$ cat src/rtl/lpc_pkg.sv
// Shared constants and FSM encoding for the lpc_synth all-pole synthesis filter.
package lpc_pkg;
  localparam int SAMPLE_FRAC = 15;
  localparam int COEF_FRAC   = 12;
  localparam int RND_CONST   = 1 << (COEF_FRAC - 1);
  localparam int SAT_MAX     = 32767;
  localparam int SAT_MIN     = -32768;

  typedef enum logic [1:0] {IDLE, MAC, OUT} state_t;
endpackage

$ cat src/rtl/lpc_coef_bank.sv
// Shadow/active coefficient register file with deferred swap; read port indexed by tap.
module lpc_coef_bank
  import lpc_pkg::*;
#(
  parameter int ORDER = 10,
  parameter int CW    = 16
) (
  input  logic          i_clk,
  input  logic          i_rst_n,
  input  logic          i_we,
  input  logic [3:0]    i_addr,
  input  logic [CW-1:0] i_data,
  input  logic          i_swap,
  input  logic          i_swap_ok,
  input  logic [3:0]    i_rd_idx,
  output logic [CW-1:0] o_coef,
  output logic          o_swap_pend
);

  logic [ORDER-1:0][CW-1:0] r_shadow, r_active;
  logic                     r_pend;
  logic                     w_do_swap;

  assign w_do_swap   = r_pend & i_swap_ok;
  assign o_swap_pend = r_pend;

  // A write landing in the swap cycle is forwarded so the copied bank includes it.
  always_ff @(posedge i_clk or negedge i_rst_n) begin
    if (!i_rst_n) begin
      r_shadow <= '0;
      r_active <= '0;
      r_pend   <= 1'b0;
    end else begin
      for (int i = 0; i < ORDER; i++) begin
        if (i_we && i_addr == 4'(i)) r_shadow[i] <= i_data;
        if (w_do_swap) r_active[i] <= (i_we && i_addr == 4'(i)) ? i_data : r_shadow[i];
      end
      r_pend <= w_do_swap ? 1'b0 : (r_pend | i_swap);
    end
  end

  always_comb begin
    o_coef = '0;
    for (int i = 0; i < ORDER; i++)
      if (i_rd_idx == 4'(i)) o_coef = r_active[i];
  end

endmodule

$ cat src/rtl/lpc_synth.sv
// Order-P direct-form all-pole LPC synthesis filter, time-multiplexed over one multiplier.
// Define LPC_SYNTH_GAIN_EN to add a Q4.12 gain port (one extra MAC cycle of latency).
module lpc_synth
  import lpc_pkg::*;
#(
  parameter int ORDER = 10,
  parameter int DW    = 16,
  parameter int CW    = 16,
  parameter int AW    = 40
) (
  input  logic          clk,
  input  logic          rst,
  input  logic          in_valid,
  output logic          in_ready,
  input  logic [DW-1:0] in_data,
  input  logic          coef_we,
  input  logic [3:0]    coef_addr,
  input  logic [CW-1:0] coef_data,
  input  logic          coef_swap,
  input  logic          hist_clr,
`ifdef LPC_SYNTH_GAIN_EN
  input  logic [CW-1:0] gain,
`endif
  output logic          out_valid,
  output logic [DW-1:0] out_data,
  output logic          swap_pend
);

  localparam logic signed [AW-1:0] L_MAX = AW'(SAT_MAX);
  localparam logic signed [AW-1:0] L_MIN = AW'(SAT_MIN);

  state_t                   r_state;
  logic [4:0]               r_k;
  logic signed [AW-1:0]     r_acc;
  logic [ORDER-1:0][DW-1:0] r_hist;
  logic                     r_clr_pend, r_in_ready, r_out_valid;
  logic [DW-1:0]            r_out_data;

  logic                     w_accept, w_clr;
  logic [CW-1:0]            w_coef;
  logic [DW-1:0]            w_hist_k, w_sat;
  logic signed [CW-1:0]     w_mul_c;
  logic signed [DW-1:0]     w_mul_s;
  logic signed [CW+DW-1:0]  w_prod;
  logic signed [AW-1:0]     w_rnd, w_shr;

  assign w_accept  = (r_state == IDLE) && in_valid;
  assign w_clr     = (r_state == IDLE) && (hist_clr || r_clr_pend);
  assign in_ready  = r_in_ready;
  assign out_valid = r_out_valid;
  assign out_data  = r_out_data;

  // Bank swaps only in an idle cycle with no accept, so a sample never sees mixed banks.
  lpc_coef_bank #(.ORDER(ORDER), .CW(CW)) u_bank (
    .i_clk      (clk),
    .i_rst_n    (rst),
    .i_we       (coef_we),
    .i_addr     (coef_addr),
    .i_data     (coef_data),
    .i_swap     (coef_swap),
    .i_swap_ok  ((r_state == IDLE) && !in_valid),
    .i_rd_idx   (4'(r_k - 5'd1)),
    .o_coef     (w_coef),
    .o_swap_pend(swap_pend)
  );

  always_comb begin
    w_hist_k = '0;
    for (int i = 0; i < ORDER; i++)
      if (r_k == 5'(i + 1)) w_hist_k = r_hist[i];
  end

`ifdef LPC_SYNTH_GAIN_EN
  logic [DW-1:0] r_x;
  logic [CW-1:0] r_gain;
  // Tap 0 reuses the multiplier for x*gain before the feedback taps.
  assign w_mul_c = (r_k == 5'd0) ? r_gain : w_coef;
  assign w_mul_s = (r_k == 5'd0) ? r_x : w_hist_k;
`else
  assign w_mul_c = w_coef;
  assign w_mul_s = w_hist_k;
`endif

  assign w_prod = w_mul_c * w_mul_s;
  assign w_rnd  = r_acc + AW'(RND_CONST);
  assign w_shr  = w_rnd >>> COEF_FRAC;

  always_comb begin
    if (w_shr > L_MAX)      w_sat = DW'(SAT_MAX);
    else if (w_shr < L_MIN) w_sat = DW'(SAT_MIN);
    else                    w_sat = w_shr[DW-1:0];
  end

  always_ff @(posedge clk or negedge rst) begin
    if (!rst) begin
      r_state     <= IDLE;
      r_k         <= '0;
      r_acc       <= '0;
      r_hist      <= '0;
      r_clr_pend  <= 1'b0;
      r_in_ready  <= 1'b1;
      r_out_valid <= 1'b0;
      r_out_data  <= '0;
`ifdef LPC_SYNTH_GAIN_EN
      r_x         <= '0;
      r_gain      <= '0;
`endif
    end else begin
      r_out_valid <= 1'b0;
      if (hist_clr && r_state != IDLE) r_clr_pend <= 1'b1;
      case (r_state)
        IDLE: begin
          if (w_clr) begin
            r_hist     <= '0;
            r_clr_pend <= 1'b0;
          end
          if (w_accept) begin
`ifdef LPC_SYNTH_GAIN_EN
            r_x     <= in_data;
            r_gain  <= gain;
            r_acc   <= '0;
            r_k     <= 5'd0;
`else
            r_acc   <= {{(AW-DW-COEF_FRAC){in_data[DW-1]}}, in_data, {COEF_FRAC{1'b0}}};
            r_k     <= 5'd1;
`endif
            r_in_ready <= 1'b0;
            r_state    <= MAC;
          end
        end
        MAC: begin
          r_acc <= r_acc + {{(AW-CW-DW){w_prod[CW+DW-1]}}, w_prod};
          r_k   <= r_k + 5'd1;
          if (r_k == 5'(ORDER)) r_state <= OUT;
        end
        OUT: begin
          r_out_data  <= w_sat;
          r_out_valid <= 1'b1;
          r_hist      <= {r_hist[ORDER-2:0], w_sat};
          r_in_ready  <= 1'b1;
          r_state     <= IDLE;
        end
        default: r_state <= IDLE;
      endcase
    end
  end

endmodule
$ cat config.mk
export PLATFORM = sky130hd
export DESIGN_NAME = lpc_synth
export DESIGN_NICKNAME = d
export VERILOG_FILES = /design/src/rtl/lpc_pkg.sv /design/src/rtl/lpc_coef_bank.sv /design/src/rtl/lpc_synth.sv
export SDC_FILE = /design/constraint.sdc
export NUM_CORES = 2
export LEC_CHECK = 0
export BUFFER_PORTS_ARGS = -buffer_cell sky130_fd_sc_hd__buf_2
export CELL_PAD_IN_SITES_DETAIL_PLACEMENT = 0
export CELL_PAD_IN_SITES_GLOBAL_PLACEMENT = 2
export CORE_MARGIN = 3
export CORE_UTILIZATION = 25
export DETAILED_ROUTE_END_ITERATION = 8
export HOLD_SLACK_MARGIN = 0.06
export PLACE_DENSITY_LB_ADDON = 0.1
export SYNTH_ARGS = -nofsm -noshare
export SYNTH_HDL_FRONTEND = slang
export SYNTH_SLANG_ARGS = --single-unit
$ cat constraint.sdc
create_clock -name clk -period 17.1 [get_ports clk]
set_clock_uncertainty 0.1 [all_clocks]
set_input_delay 3.42 -clock clk [delete_from_list [all_inputs] [get_ports clk]]
set_output_delay 3.42 -clock clk [all_outputs]
set_load 0.01 [all_outputs]
==> impl_results.md <==
- Reg-to-Reg Start: r_k[0]
- Worst r2r path cells: 38
- Most frequent cells in the layout: dfrtp_1 (546), mux2_2 (322), inv_1 (321)
- Final Cycle Share: 0.794
- Worst Max-Slew Pin Slew: 1.25 ns
- CTS root buf: clkbuf_16
- Resize count post-CTS: 0
- TritonRoute pass-1 iters: 5
- Fmax: 73.7 MHz
- Met1 Usage GRT: 0.223
- HP Class: reg -> reg
- Slowest stage cell, crit path: a2111oi_0
- Min-Delay Path Depth: 2
- Area grow syn2layout: 13.4%
- Initial Utilization: 0.254
- Post-Route WL: 114 mm
- Cells after Synth: 3349
- Status: finished, final reports clean
- # IOs: 61
- Global-route wire length before repair: 177 mm
- Fin crit period: 13.57 ns
- Most frequent CP cell: fa_1
- Hold Path End: out_data[15]
- CP endpoint kind: flop
- Synth Register Bits: 547
- Mapped Nets: 3784
- Rel. slew slack: 0.145
- Vias: 25100
- Final Hold Fails: 0
- CTS tree: done
- 1st-iter DRT viols: 1307
- Initial antenna violation count: 0
- CP Launch Type: flop
- Core area: 141000 sq um
- Clock sinks: 547
- Total Neg Setup Slack: 0 ns
- Library cells used by synthesis: 88
- Num CTS Buffers: 69
- Min Hold Slack: 0.379 ns
- Top_reg_cell synth: dfrtp_1
- RSZ-0062 raised after global routing: no
- Max Cap Violations: 0
- Drt wl/cell: 21.7 um
- Antenna cells: 0
- Share of cells above drive strength 1: 0.183
- Hold Buf Count CTS: 0
- Fillers: 14700
- Met2 usage: 0.254
- Overflow after GRT: 0
- Slew Limit Fails: 0
- Die Wd: 384 um
- Clock Tree Buf Depth: 3
- Largest net degree at the start of global routing: 91
- Vias in the first global route: 27000
- Finish-stage setup viols: 0
- Synth warnings: 0
- Tot GR Track Use: 0.157
- Die height: 384 um
- Detail Placement HPWL: 83.1 mm
- Setup CP Type: reg -> reg
- GPL Wtd Cong: 0.779
- Commonest non-fill, non-tap cell in the layout: dfrtp_1
- Buffers on Ports: 60
- Post-synth EDFFs: 0
- Skew-Pair Late Insertion Delay: 0.64 ns
- Seq. cell area: 13700 sq um
- Row count: 137
- Met3 usage in global routing: 0.0186
- Final net count: 3772
- H-Tree Depth: 3
- Mapped cell area: 35600 sq um
- Final ANT Viol Nets: 0
- DRC violations left: 0
- Multi-input gate area: 20000 sq um
- Data arrival, critical path: 14.02 ns
- Die ar.: 147000 sq um
- Post-synthesis async set-or-reset flop share: 1.00
- CP Max Fanout: 38
- R2R setup slack: 3.53 ns
- Gr busiest metal: met2
- Worst EP required: 17.55 ns
- CP max stage delay: 1.07 ns
- Synthesized area per cell: 10.6 sq um
- Vias per cell: 4.77
- Worst Hold Launch: out_data[15]
- Post-CTS Setup Inserts: 0
- Sequential area share after synthesis: 0.384
- End of the worst register-to-register path: r_acc[30]
- Clk pin slew, worst setup/hold paths: 0.06 ns
registers in the layout, summed over array words and instances (netlist names), 2 cells and up:
register	flops
r_hist	160
u_bank.r_active	160
u_bank.r_shadow	160
r_acc	40
out_data	16
r_k	5
r_state	2
worst max path at each step:
stage               startpoint         to  slack, ns  cells after the start
floorplan               r_k[0]  r_acc[30]       6.43                     39
global placement        r_k[0]  r_acc[30]       4.11                     38
detailed placement      r_k[0]  r_acc[30]       3.72                     38
CTS                     r_k[1]  r_acc[30]       3.69                     38
global route            r_k[0]  r_acc[30]       2.62                     38
finish                  r_k[0]  r_acc[30]       3.53                     38
cells in the mapped netlist, types with 21 or more instances:
cell type  number  area, sq um
dfrtp_1       546        13700
inv_1         322         1210
mux2_2        322         3630
fa_1          263         5270
nand2_1       241          905
nor2_1        240          901
clkbuf_1      174          653
o21ai_0       147          736
a22o_1        146         1280
ha_1          130         1630
a21oi_1       125          626
xnor2_1        62          543
nand3_1        42          210
nor3_1         41          205
nand2b_1       35          219
a21o_1         34          255
a221oi_1       33          289
a22oi_1        27          203
or2_2          26          163
and2_1         24          150
xor2_1         24          210
o22ai_1        23          144
o211ai_1       21          158
cells by family after synthesis:
family	synth area share
AO/OA/AOI/OAI	0.137
XOR/XNOR	0.0211
buffers and inverters	0.0565
multiplexers	0.107
adder cells (fa/ha/maj)	0.193
AND/OR/NAND/NOR	0.102
flip-flops	0.384
metrics by stage:
step,cell area [sq um],std cells,util,setup WS [ns]
global route,40400,5267,0.287,2.62
detailed placement,38000,5142,0.270,3.72
global placement,38000,5142,0.270,4.11
finish,40400,5267,0.287,3.53
CTS,40400,5267,0.287,3.69
floorplan,35600,3349,-,6.43
area by class of cell:
class	count	share of cell area
inverters	322	0.0300
well taps	1876	0.0581
clock inverters	18	0.00808
repair buffers	114	0.0177
clock buffers	107	0.0510
multi-input cells	2283	0.496
flip-flops and latches	547	0.339
worst max-delay path: cells and delay by family, from the launching register on:
family                   cells  cell delay (ns)
flip-flops                   1             0.46
buffers and inverters        5             0.67
AO/OA/AOI/OAI               15             5.42
AND/OR/NAND/NOR              7             2.39
adder cells (fa/ha/maj)      9             4.12
XOR/XNOR                     2             0.34
routing by layer:
layer,vias to the layer above,routed length (um)
met4,0,2410
met2,367,53000
li1,11500,-
met1,13100,55600
met5,-,0
met3,115,2990
Power is not shown: default switching activity piles up to over one toggle a cycle in this logic, so the estimate is an artifact.
